<file path="config.mk">
export PLATFORM = sky130hd
export DESIGN_NAME = id_scoreboard
export DESIGN_NICKNAME = d
export VERILOG_FILES = /design/src/rtl/id_scoreboard.sv
export SDC_FILE = /design/constraint.sdc
export NUM_CORES = 1
export LEC_CHECK = 0
export ABC_AREA = 1
export BUFFER_PORTS_ARGS = -buffer_cell sky130_fd_sc_hd__buf_2
export CAP_MARGIN = 20
export CORE_MARGIN = 4
export CORE_UTILIZATION = 45
export CTS_CLUSTER_DIAMETER = 50
export CTS_CLUSTER_SIZE = 30
export DETAILED_ROUTE_END_ITERATION = 16
export HOLD_SLACK_MARGIN = 0.12
export SLEW_MARGIN = 20
export SYNTH_ARGS = -nofsm -noshare
export SYNTH_HDL_FRONTEND = slang
export SYNTH_SLANG_ARGS = --single-unit
</file>
<file path="constraint.sdc">
create_clock -name clk -period 3.6 [get_ports clk]
set_input_delay 0.9 -clock clk [delete_from_list [all_inputs] [get_ports clk]]
set_output_delay 0.9 -clock clk [all_outputs]
set_load 0.05 [all_outputs]
</file>
<file path="src/rtl/id_scoreboard.sv">
// Register-dependency scoreboard for the decode stage: tracks in-flight writes per
// architectural register (GPRs, HI, LO) and gates instruction issue on RAW/WAW capacity.
module id_scoreboard #(
    parameter int unsigned NUM_REGS  = 34,
    parameter int unsigned ADDR_W    = 7,
    parameter int unsigned NUM_SRC   = 2,
    parameter int unsigned CNT_W     = 2,
    parameter bit          WB_BYPASS = 1'b1
) (
    input  logic                      clk,
    input  logic                      rst,
    input  logic                      id_valid,
    output logic                      id_ready,
    input  logic [NUM_SRC*ADDR_W-1:0] src_addr,
    input  logic [NUM_SRC-1:0]        src_en,
    input  logic [ADDR_W-1:0]         dst_addr,
    input  logic                      dst_en,
    input  logic                      hilo_we,
    input  logic                      wb_valid,
    input  logic [ADDR_W-1:0]         wb_addr,
    input  logic                      wb_hilo,
    input  logic                      flush,
    output logic [NUM_REGS-1:0]       busy_vec,
    output logic                      err_underflow,
    output logic [31:0]               stall_cycles
);

    localparam int unsigned HI_REG = 32;
    localparam int unsigned LO_REG = 33;
    localparam logic [CNT_W-1:0] CNT_MAX = '1;
    localparam logic [CNT_W-1:0] CNT_ONE = CNT_W'(1);

    logic [CNT_W-1:0]    cnt_q [NUM_REGS];
    logic [CNT_W-1:0]    cnt_d [NUM_REGS];
    logic [NUM_REGS-1:0] busy_d;
    logic [NUM_REGS-1:0] wb_hit;
    logic [NUM_REGS-1:0] dst_hit;
    logic [NUM_SRC-1:0]  src_hazard;
    logic                dst_full;
    logic                issue;
    logic                underflow;

    // Register 0 is hardwired and never tracked; addresses >= NUM_REGS never match any r.
    always_comb begin
        wb_hit     = '0;
        dst_hit    = '0;
        src_hazard = '0;
        dst_full   = 1'b0;
        for (int r = 0; r < NUM_REGS; r++) begin
            wb_hit[r]  = (r != 0) && wb_valid &&
                         ((wb_addr == ADDR_W'(r)) || (wb_hilo && (r == HI_REG || r == LO_REG)));
            dst_hit[r] = (r != 0) &&
                         ((dst_en && dst_addr == ADDR_W'(r)) ||
                          (hilo_we && (r == HI_REG || r == LO_REG)));
            // A same-cycle retire never relieves a full counter.
            if (dst_hit[r] && cnt_q[r] == CNT_MAX) begin
                dst_full = 1'b1;
            end
            for (int i = 0; i < NUM_SRC; i++) begin
                if ((r != 0) && src_en[i] && src_addr[i*ADDR_W +: ADDR_W] == ADDR_W'(r) &&
                    cnt_q[r] != '0 &&
                    !(WB_BYPASS && wb_hit[r] && cnt_q[r] == CNT_ONE)) begin
                    src_hazard[i] = 1'b1;
                end
            end
        end
    end

    assign id_ready = !rst && !flush && (src_hazard == '0) && !dst_full;
    assign issue    = id_valid && id_ready;

    // Issue and retire to the same register cancel; flush drops the retire entirely.
    always_comb begin
        underflow = 1'b0;
        for (int r = 0; r < NUM_REGS; r++) begin
            cnt_d[r] = cnt_q[r];
            if (flush) begin
                cnt_d[r] = '0;
            end else if (issue && dst_hit[r] && !wb_hit[r]) begin
                cnt_d[r] = cnt_q[r] + CNT_ONE;
            end else if (wb_hit[r] && !(issue && dst_hit[r])) begin
                if (cnt_q[r] == '0) begin
                    underflow = 1'b1;
                end else begin
                    cnt_d[r] = cnt_q[r] - CNT_ONE;
                end
            end
            busy_d[r] = (cnt_d[r] != '0);
        end
    end

    always_ff @(posedge clk) begin
        if (rst) begin
            cnt_q         <= '{default: '0};
            busy_vec      <= '0;
            err_underflow <= 1'b0;
            stall_cycles  <= '0;
        end else begin
            cnt_q         <= cnt_d;
            busy_vec      <= busy_d;
            err_underflow <= err_underflow | underflow;
            if (id_valid && !id_ready && stall_cycles != 32'hFFFF_FFFF) begin
                stall_cycles <= stall_cycles + 32'd1;
            end
        end
    end

endmodule
</file>
==> results.yml <==
status:
  status: "complete, but fails checks"
  failed_checks: "negative setup slack"
global_route:
  grt_pass1_vias: 12103
  grt_first_pass_wirelength_mm: 67.1
  grt.total_usage_pct: 30.7
  grt_start_max_net_pins: 42
  antenna_found_initial: 0
  overflow: 0
critical_path:
  crit_family: "simple AND/OR/NAND/NOR gates"
  required_ns: 2.70
  critical_path.max_stage_delay_ns: 0.26
  crit_path_cell_trace: "buf_8 > buf_6 > inv_4 > nand2_4 > nor2_4 > clkbuf_16 > nand3_4 > nand3_1 > nand2_1 > nor2_2 > nand2_1 > nor2_1 > nand2_1 > nor2_4 > nand2_4 > inv_2 > buf_8"
  cp_max_fo: 4
  path_common_cell: "nand2_1"
  critical_path_class: "primary input to output port"
  cp_num_buf_inv: 6
  cp_data_arrival_time_ns: 2.78
  startpoint: "wb_addr[4]"
  critPathSlowestCell: "nor2_4"
  endpoint_kind: "output port"
  r2r_start: "cnt_q[12]"
  start_kind: "primary input"
placed_design:
  placedCellCount: 2370
  port_buffers: 105
  postPlaceCellArea_um2: 13400
  pre_cts_ws_ns: -0.444
  gp_congestion: 1.08
  hpwl_mm: 35.5
detailed_routing:
  wl_per_cell_um: 18.5
  drc_errors: 0
  drt_iter0_drc: 1269
  totalWireLength_mm: 44.7
  vias_per_cell: 5.35
  final_antenna_net_count: 0
  dr.pass1.iters: 6
  vias: 12945
timing:
  setup_slack_ns: -0.0772
  relSlewSlack_pct: 49.4
  tightest_slew_ns: 0.759
  rsz0062_at_grt: "true"
  fmaxAchievable_ghz: 0.272
  whs_ns: 0.441
  min_period_ns: 3.68
  hold_viol_final: 0
  setup_viol: 1
  drv_slew: 0
  skew_ns: 0.0118
  period_share_pct: 102
die:
  die_x_um: 166
  die_y_um: 166
  row_count: 57
  pin_count: 106
  core_um2: 24500
  die_area_um2: 27500
  start_util_pct: 45.9
yosys:
  synth_edf_count: 0
  syn_nets: 1968
  yosysTopAreaCellShare_pct: 24.1
  synth.avg_cell_area_um2: 6.25
  synthCells: 1797
  synthesis.area_um2: 11200
  netlist.top_cell.by_area: "dfxtp_1"
  synthArstFlopShare_pct: 0
  ys_ff_latch: 135
  yosysWarnings: 0
  synth.distinct_cells: 47
  synth_seq_area_share_pct: 24.1
  ys.flop_type: "dfxtp_1"
  synth_area_leaders: "dfxtp_1, ha_1, nand2_1"
clock_network:
  cts_made_buffers: 17
  clk_latency_ns: 0.44
  clock_sinks: 135
  clk_pin_slew_ns: 0.07
  htree_levels: 4
  cts-root-buf: "clkbuf_16"
  cts_tree: "yes"
  clockBufferDepth: 2
power_and_ir_drop:
  powerDensity_nw_per_um2: 270
  p_total_uw: 3900
  peakVddDrop_mv: 0.261
  power.leakage_uw: 0.00718
min_path:
  hold_path_class: "flip-flop to flip-flop"
  hold_start: "cnt_q[66]"
final_layout:
  drive_above_1_share_pct: 19.4
  num_antenna_cells: 0
  finalNonFillerCells: 2421
  area_delta_synth_final_pct: 28.7
  nets: 2255
  final_common_cell: "nand2_1"
  final_cell_mix: "nand2_1, inv_1, nor2_1"
  fin_area_um2: 14400
job:
  drv_cap: 0
[path summary, 6_finish.rpt]
| check | depth (start not counted) | endpoint | slack [ns] |
|---|---|---|---|
| max | 17 | id_ready | -0.08 |
| min | 2 | cnt_q[66] | 0.44 |
| max reg2reg | 23 | err_underflow | 0.42 |
| min reg2reg | 2 | cnt_q[66] | 0.44 |
[through the flow]
| step | util (%) | TNS, ns |
|---|---|---|
| floorplan | - | 0 |
| finish | 59.0 | -0.0772 |
| global placement | 54.7 | -32.94 |
| detailed placement | 54.7 | -30.21 |
| global route | 59.0 | -0.444 |
| CTS | 57.4 | -0.115 |
[routing by layer]
metal | global-route usage (%) | vias up | part of all wire [%]
li1 | - | 6357 | -
met1 | 42.5 | 5934 | 45
met2 | 48.8 | 564 | 44
met3 | 5.09 | 90 | 7.9
met4 | 10.4 | 0 | 3.4
met5 | 0 | - | 0
[where the power goes]
group	total [uW]	switching (uW)	internal, uW
sequential	1510	7.58	1500
combinational	428	277	151
clock	1970	843	1120
[area by class of cell]
type,count,area [um^2]
clock inverter,15,208
clock buffer,17,425
inverter,285,1070
timing repair buffer,304,2170
sequential,135,2700
tap,324,405
multi-input combinational,1341,7460
fill,2462,10000
[cells in the mapped netlist, types with 2 or more instances]
master      n
nand2_1   374
nor2_1    281
inv_1     280
nand3_1   211
dfxtp_1   135
ha_1      133
o21ai_0    61
nor3_1     54
nand4_1    46
a21oi_1    44
o211ai_1   36
clkbuf_1   21
nand3b_1   11
or2_1      10
buf_2       9
o21ai_1     9
or2_0       8
or2_2       8
o221ai_1    7
xor2_1      6
and3_1      4
nand2_2     4
nor2_4      4
nor4_1      4
buf_6       3
inv_2       3
nor2_2      3
a311o_1     2
a31oi_1     2
buf_1       2
clkinv_1    2
nor3b_1     2
o21a_1      2
o22ai_1     2
xnor2_1     2
[logic make-up (layout without fill, tap and decap cells)]
kind of cell | Yosys count | count (layout) | share of synthesized area (%)
DFF | 135 | 135 | 24.1
buffers and inverters | 321 | 621 | 11.1
AOI/OAI and AO/OA | 169 | 169 | 8.90
xor gates and xnor gates | 8 | 8 | 0.624
adders and majority gates | 133 | 133 | 14.8
and+or+nand+nor | 1031 | 1031 | 40.5
[sequential cells by signal, indices dropped and copies added, names as in the netlist]
name and cells:
busy_vec 34, cnt_q 68, err_underflow 1, stall_cycles 32
[worst reg2reg max path: cells and delay by family, from the launching register on]
kind                     cells  cell delay, ns
AND/OR/NAND/NOR             18            1.94
buffers and inverters        4            0.58
adder cells (fa/ha/maj)      1            0.20
flip-flops                   1            0.38
[timing repair]
item / 4_1_cts / 5_1_grt
resized for setup: 8 / 61
cloned: 0 / 4
pin swaps: 1 / 25
setup endpoints to repair: 3 / 31
setup buffers: 0 / 15
hold buffers: 0 / 0
Power figures use the tool's default switching activity.
